`src/rtl/control_carros.sv`:
```
// control_carros: sequencer for the obstacle-car slots (spawn, advance, retire), score and game state
// Ports:
//   clk, rst            system clock, synchronous active-high reset
//   inicio, pausa       start/restart and pause requests (levels)
//   choque, tick_frame  collision flag, one-cycle pulse per video frame
//   posicion_y_bus      current Y of every car, slot k in bits [9k+8:9k]
//   enable, suma, salto per-slot load, Y+1 and jump-to-park strobes
//   posicion_x/_y       shared spawn coordinates (Y fixed at 0)
//   posicion_aux_x/_y   parking coordinates loaded by salto
//   puntaje, estado     saturating score; 0 idle, 1 playing, 2 paused, 3 game over
module control_carros #(
  parameter int NUM_CARROS    = 3,
  parameter int PERIODO_SPAWN = 64,
  parameter int PASOS         = 2,
  parameter int Y_LIMITE      = 440,
  parameter int X_MIN         = 160,
  parameter int PARK_X        = 0,
  parameter int PARK_Y        = 480
) (
  input  logic                    clk,
  input  logic                    rst,
  input  logic                    inicio,
  input  logic                    pausa,
  input  logic                    choque,
  input  logic                    tick_frame,
  input  logic [9*NUM_CARROS-1:0] posicion_y_bus,
  output logic [NUM_CARROS-1:0]   enable,
  output logic [NUM_CARROS-1:0]   suma,
  output logic [NUM_CARROS-1:0]   salto,
  output logic [9:0]              posicion_x,
  output logic [8:0]              posicion_y,
  output logic [9:0]              posicion_aux_x,
  output logic [8:0]              posicion_aux_y,
  output logic [7:0]              puntaje,
  output logic [1:0]              estado
);
  typedef enum logic [1:0] {IDLE = 2'd0, JUEGO = 2'd1, PAUSA = 2'd2, FIN = 2'd3} estado_t;
  typedef enum logic [1:0] {ESPERA, MOVER, REVISAR, RETIRAR} fase_t;
  localparam int CW = $clog2(PERIODO_SPAWN);
  localparam logic [CW-1:0] CNT_MAX = CW'(PERIODO_SPAWN - 1);
  localparam logic [CW-1:0] CNT_UNO = CW'(1);
  localparam logic [2:0] PASOS_L = 3'(PASOS);
  localparam logic [8:0] Y_LIM = 9'(Y_LIMITE);
  localparam logic [9:0] X_BASE = 10'(X_MIN);
  localparam logic [NUM_CARROS-1:0] UNO = NUM_CARROS'(1);
  estado_t st, st_n;
  fase_t fase, fase_n;
  logic [NUM_CARROS-1:0] activo, activo_n, enable_n, suma_n, salto_n, libre, fuera;
  logic [CW-1:0] cnt, cnt_n;
  logic [2:0] paso, paso_n;
  logic [7:0] lfsr, lfsr_n, puntaje_n;
  logic [9:0] posicion_x_n;
  logic [3:0] n_fuera;
  logic [8:0] suma_puntos;
  assign posicion_y = '0;
  assign posicion_aux_x = 10'(PARK_X);
  assign posicion_aux_y = 9'(PARK_Y);
  assign estado = st;
  // adding one carries through the trailing active slots, isolating the lowest free one
  assign libre = ~activo & (activo + UNO);
  assign lfsr_n = tick_frame ? {lfsr[6:0], lfsr[7] ^ lfsr[5] ^ lfsr[4] ^ lfsr[3]} : lfsr;
  assign suma_puntos = {1'b0, puntaje} + {5'b0, n_fuera};
  always_comb begin
    fuera = '0;
    n_fuera = '0;
    for (int k = 0; k < NUM_CARROS; k++) begin
      fuera[k] = activo[k] && (posicion_y_bus[9*k +: 9] >= Y_LIM);
      n_fuera = n_fuera + 4'(fuera[k]);
    end
  end
  always_comb begin
    st_n = st;
    fase_n = fase;
    activo_n = activo;
    cnt_n = cnt;
    paso_n = paso;
    enable_n = '0;
    suma_n = '0;
    salto_n = '0;
    posicion_x_n = posicion_x;
    puntaje_n = puntaje;
    if ((st == JUEGO || st == PAUSA) && choque)
      st_n = FIN;
    else if ((st == IDLE || st == FIN) && inicio) begin
      st_n = JUEGO;
      fase_n = ESPERA;
      salto_n = '1;
      activo_n = '0;
      puntaje_n = '0;
      cnt_n = '0;
    end else if (st == PAUSA) begin
      st_n = pausa ? PAUSA : JUEGO;
      fase_n = ESPERA;
    end else if (st == JUEGO)
      case (fase)
        ESPERA:
          if (pausa)
            st_n = PAUSA;
          else if (tick_frame) begin
            fase_n = MOVER;
            paso_n = 3'd1;
            suma_n = activo;
            cnt_n = (cnt == CNT_MAX) ? '0 : cnt + CNT_UNO;
            if (cnt == CNT_MAX && libre != '0) begin
              enable_n = libre;
              activo_n = activo | libre;
              posicion_x_n = X_BASE + {2'b0, lfsr};
            end
          end
        MOVER: begin
          suma_n = (paso == PASOS_L) ? '0 : suma;
          fase_n = (paso == PASOS_L) ? REVISAR : MOVER;
          paso_n = paso + 3'd1;
        end
        REVISAR: begin
          salto_n = fuera;
          activo_n = activo & ~fuera;
          puntaje_n = suma_puntos[8] ? 8'hFF : suma_puntos[7:0];
          fase_n = RETIRAR;
        end
        default: fase_n = ESPERA;
      endcase
  end
  always_ff @(posedge clk)
    if (rst) begin
      st <= IDLE;
      fase <= ESPERA;
      activo <= '0;
      cnt <= '0;
      paso <= '0;
      lfsr <= 8'hA5;
      enable <= '0;
      suma <= '0;
      salto <= '0;
      posicion_x <= X_BASE;
      puntaje <= '0;
    end else begin
      st <= st_n;
      fase <= fase_n;
      activo <= activo_n;
      cnt <= cnt_n;
      paso <= paso_n;
      lfsr <= lfsr_n;
      enable <= enable_n;
      suma <= suma_n;
      salto <= salto_n;
      posicion_x <= posicion_x_n;
      puntaje <= puntaje_n;
    end
endmodule

```
`config.mk`:
```
export PLATFORM = sky130hd
export DESIGN_NAME = control_carros
export DESIGN_NICKNAME = d
export VERILOG_FILES = /design/src/rtl/control_carros.sv
export SDC_FILE = /design/constraint.sdc
export NUM_CORES = 1
export LEC_CHECK = 0
export CORE_MARGIN = 2
export CORE_UTILIZATION = 40
export DETAILED_ROUTE_END_ITERATION = 10
export DONT_BUFFER_PORTS = 1
export PLACE_DENSITY = 0.52
export SETUP_SLACK_MARGIN = 0.5
export SYNTH_ARGS = -nofsm -noshare
export SYNTH_HDL_FRONTEND = slang
export SYNTH_SLANG_ARGS = --single-unit
```
`constraint.sdc`:
```
create_clock -name clk -period 5 [get_ports clk]
set_clock_uncertainty 0.2 [all_clocks]
set_input_delay 0.25 -clock clk [delete_from_list [all_inputs] [get_ports clk]]
set_output_delay 0.25 -clock clk [all_outputs]
set_load 0.05 [all_outputs]
```
# Word level (Yosys, flattened, before mapping)
# Index checks and enable logic that the tools add are counted.
[totals]
ff_bits = 51
latch_bits = 0
mem_bits_rw = 0
mem_bits_ro = 0
input_bits = 33
output_inout_bits = 57
word_cells = 129
memories = 0
[classes]
add_sub_neg = 7
multipliers = 0
div = 0
order_cmp = 3
n_eq_ne = 17
n_shift = 0
muxes = 44
n_bitwise = 16
n_reduce_logical = 31
[ops]
columns = ["operator", "n"]
rows = [
  ["two-way mux 3 bit", 15],
  ["two-way mux 6 bit", 7],
  ["two-way mux 8 bit", 5],
  ["greater-or-equal comparator 9 bit, second input constant", 3],
  ["two-way mux 2 bit", 13],
  ["case mux 3 bit (2 select lines)", 3],
  ["AND reduction 7 bit", 2],
  ["nonzero test 4 bit", 3],
  ["nonzero test 2 bit", 5],
  ["adder 8 x 4 -> 9 bit", 1],
  ["adder 8 x 8 -> 9 bit, first input constant", 1],
  ["inequality test 3 bit, second input constant", 3],
  ["nonzero test 3 bit", 3],
  ["OR reduction 9 bit", 1],
  ["inequality test 4 bit, second input constant", 2],
  ["NOT 1 bit", 8],
  ["AND reduction 4 bit", 2],
  ["AND reduction 8 bit", 1],
  ["adder 3 x 1 -> 3 bit, second input constant", 2],
  ["adder 6 x 1 -> 6 bit, second input constant", 1],
  ["AND 3 bit", 2],
  ["equality test 2 bit, second input constant", 3],
  ["equality test 6 bit, second input constant", 1],
  ["logical AND 1 bit", 6],
  ["other kinds (16)", 25],
]

# Logic depth before layout (Yosys ltp)
[logic_depth]
depth_word = 11
ltp_mapped = 11
mapped_depth_nobuf = 11

# Worst setup path before layout
# Ideal clock, no wire load.
[synth_path]
path_type = "register -> register"
start = "register st[0] (netlist: estado[0])"
end = "register cnt[5]"
setup_time_ns = 0.070
t_arrival_ns = 2.507
t_required_ns = 4.730
path_slack_ns = 2.223
path_stages_with_launch = 8
n_path_buf = 1
period_less_slack_ns = 2.777
cell_sequence = "dfxtp_1 -> inv_1 -> ha_1 -> clkbuf_1 -> nand2_1 -> a221o_1 -> or4_1 -> a21oi_1"
[synth_via]
elab_chain_len = 5
[synth_rtl]
columns = ["element", "line", "text"]
rows = [
  ["start: declaration", "46", "estado_t st, st_n;"],
  ["start signal: assignment", "138", "st <= st_n;"],
  ["equality test 2 bit, or another cell as far along", "84", "else if ((st == IDLE || st == FIN) && inicio) begin"],
  ["logical OR 1 bit, on equally long branches", "84, 82", ""],
  ["logical AND 1 bit, on equally long branches", "84, 82", ""],
  ["inequality test 2 x 1 -> 1 bit (no line), or another cell as far along", "-", ""],
  ["AND reduction 6 bit (no line)", "-", ""],
  ["end signal: assignment", "141", "cnt <= cnt_n;"],
  ["end: declaration", "49", "logic [CW-1:0] cnt, cnt_n;"],
]
# Parallel ways exist; a longest one is shown, timed or not.
# A chain may end at the register's enable or synchronous reset.

# Final worst setup path
[layout_path]
start = "register st[0] (netlist: estado[0])"
end = "register enable[1]"
[layout_via]
elab_chain_len = 4
[layout_rtl]
columns = ["element", "line", "text"]
rows = [
  ["equality test 2 x 1 -> 1 bit, or another cell as far along", "82, 94", ""],
  ["logical OR 1 bit, on equally long branches", "82, 84", ""],
  ["logical AND 1 bit, on equally long branches", "82, 84", ""],
  ["OR reduction 9 bit (no line) (*)", "-", ""],
  ["end signal: assignment", "144", "enable <= enable_n;"],
  ["end: declaration", "27", "output logic [NUM_CARROS-1:0] enable,"],
]
# Every way passes the cells marked *; elsewhere a longest branch is shown, timed or not.

==> results.ini <==
[clock_tree]
numCtsBuffers=5
clk_pin_slew_ns=0.11
ctsResizeCount=0
htreeDepth=2
cts_tree=done
cts_max_path_buffers=2
clock_latency_ns=0.32
root_buffer=clkbuf_8
cts.sinks=50

[placement]
dpl.hpwl_mm=4.68
dp_cells=416
gp_routability_congestion=0.866
port_buffers=0

[power_and_ir_drop]
net-switching-power_mw=0.494
power_leakage_nw=1.03
power.density_nw_per_um2=398
cell_internal_pwr_mw=0.654
power_mw=1.15
sw_frac_of_total_pct=43.1
p_comb_share_pct=33.5
p_seq_share_pct=43.5
power.share.clock_pct=22.9
ir_drop_mv=0.143

[worst_setup_path]
cp_cell_sequence=inv_1 -> ha_1 -> mux2_2 -> nor3_2 -> nand2_1 -> nor4b_1
critPathLaunchType=register
endpoint_kind=register
max_stage_delay_ns=0.70
required_ns=5.03
critPathTopFamily=simple AND/OR/NAND/NOR gates
cp_max_fo=11
arrival_ns=3.29
crit_path_top_delay_cell=dfxtp_1
crit_buf_inv=1
path_class=register to register

[sta]
max_freq_ghz=0.306
fin_crit_sh_pct=65.3
drv_slew=0
tns_ns=0
rsz0062_at_grt=no
final.min_clock_period_ns=3.26
setup_viol=0
finalHoldViolCount=0
worst_slew_pin_slew_ns=1.01
slew-limit-headroom_pct=32.1

[grt]
antenna_found_initial=0
grt_max_degree=37
gr-total-overflow=0
grt_usage_pct=17.4
grt_pass1_vias=2168
grt_pass1_wl_mm=10.7

[synth]
post_synth.cell_area_avg_um2=8.30
syn_area_um2=2820
ys_async_sr_fraction_pct=0
synth_top_area_cell=dfxtp_1
synth_edf_count=0
synth_cell_type_count=56
synth_seq_cells=50
synth_top_area_share_pct=35.6
ys_warn_count=0
synth.area.top_cells=dfxtp_1, buf_4, a21oi_1
synthFlopType=dfxtp_1
yosysSeqAreaShare_pct=35.6
synthCells=339

[final_layout]
finalNetCount=373
final-instance-count-excl-fill=427
multi_input_area_um2=1580
layout-drive-gt1-share_pct=6.34
area_growth_pct=2.44
final_common_cell=dfxtp_1
fillerInstances=683
diodes=0
mostFrequentLayoutCells=dfxtp_1, a21oi_1, conb_1, o21ai_0, nand2_1
seqCellArea_um2=1000

[die]
core_um2=6790
die_h_um=87.9
start_util_pct=41.4
rows=30
fp.dieArea_um2=7720
fp.dieW_um=87.9
io_pins=90

[run]
drv_cap=0

[route]
drt-total-wl_mm=6.64
first_iter_violations=131
drcViolationCount=0
ant_nets=0
drt_first_pass_iters=4
num_vias=2342
wl_per_cell_um=15.5
vias_per_cell=5.48

[worst_hold_path]
hold_class=input port to register

[run_status]
status=finished, final reports clean

## layout make-up
| type | count | share of cell area [%] |
|---|---|---|
| multi-input cells | 258 | 54.8 |
| flip-flops and latches | 50 | 34.7 |
| well taps | 96 | 4.16 |
| clock buffers | 5 | 2.39 |
| inverters | 12 | 1.56 |
| repair buffers | 3 | 1.39 |
| clock inverters | 3 | 0.998 |
## synthesized netlist by cell type (all sizes together) (8+ instances only)
library cell,count
inv,12
dfxtp,50
mux2i,9
nor3,14
nor2,13
a21oi,33
nand2,24
clkbuf,14
nand3,18
o21ai,27
buf,32
ha,8
## power by group through the flow
stage	registers (mW)	clock network (mW)	logic [mW]
global route	0.504	0.286	0.423
CTS	0.500	0.273	0.382
detailed placement	0.510	0	0.371
floorplan	0.501	0	0.337
global placement	0.510	0	0.369
finish	0.500	0.263	0.385
## metrics by stage
step	setup slack, ns	util [%]	hold WS, ns	cell area [µm²]
detailed placement	1.78	40.4	0.130	2750
finish	1.74	42.4	0.0129	2880
floorplan	2.22	-	0.252	2920
CTS	1.74	42.4	0.00556	2880
global route	1.51	42.4	0.0152	2880
global placement	1.83	40.4	0.131	2750
## state kept, by name, summed over array words and instances (netlist names)
signal / count
suma: 3
estado: 2
puntaje: 8
posicion_x: 9
enable: 3
activo: 3
fase: 2
lfsr: 8
cnt: 6
salto: 3
paso: 3
## final timing paths
path	endpoint	slack, ns	startpoint	depth (start not counted)
setup reg to reg	enable[1]	1.74	estado[0]	6
hold / removal	fase[0]	0.01	rst	2
setup / recovery	enable[1]	1.74	estado[0]	6
hold reg to reg	posicion_x[1]	0.29	lfsr[1]	2
## layer usage
metal	routed length [µm]	GRT usage (%)	share of wire, %	up-vias
met5	0	0	0	-
met4	39	3.78	0.59	0
met3	331	3.02	5.0	4
met2	3090	28.7	46	77
met1	3180	23.9	48	1106
li1	-	-	-	1155
## worst register-to-register path, delay by kind of cell, from the launching register on
kind | cells | cell delay (ns)
buf+inv | 1 | 0.10
fa+ha+maj | 1 | 0.51
mux | 1 | 0.49
simple gates | 3 | 1.17
flops | 1 | 0.70
## timing repair
| action | CTS | global route |
|---|---|---|
| setup buffers | 0 | 0 |
| hold endpoints to repair | 45 | 0 |
| hold buffers | 3 | 0 |
| setup endpoints to repair | 0 | 0 |
## kinds of logic (layout without fill, tap and decap cells)
logic type	count (synthesis)	after routing	synth area share, %
AOI/OAI and AO/OA	99	99	21.9
xor gates and xnor gates	5	5	1.56
adders and majority gates	10	10	4.98
buffers and inverters	58	23	11.9
DFF	50	50	35.6
muxes	11	11	4.00
other	2	29	0.267
and+or+nand+nor	104	104	19.8
Note: power is estimated with default switching activity, not from simulation.
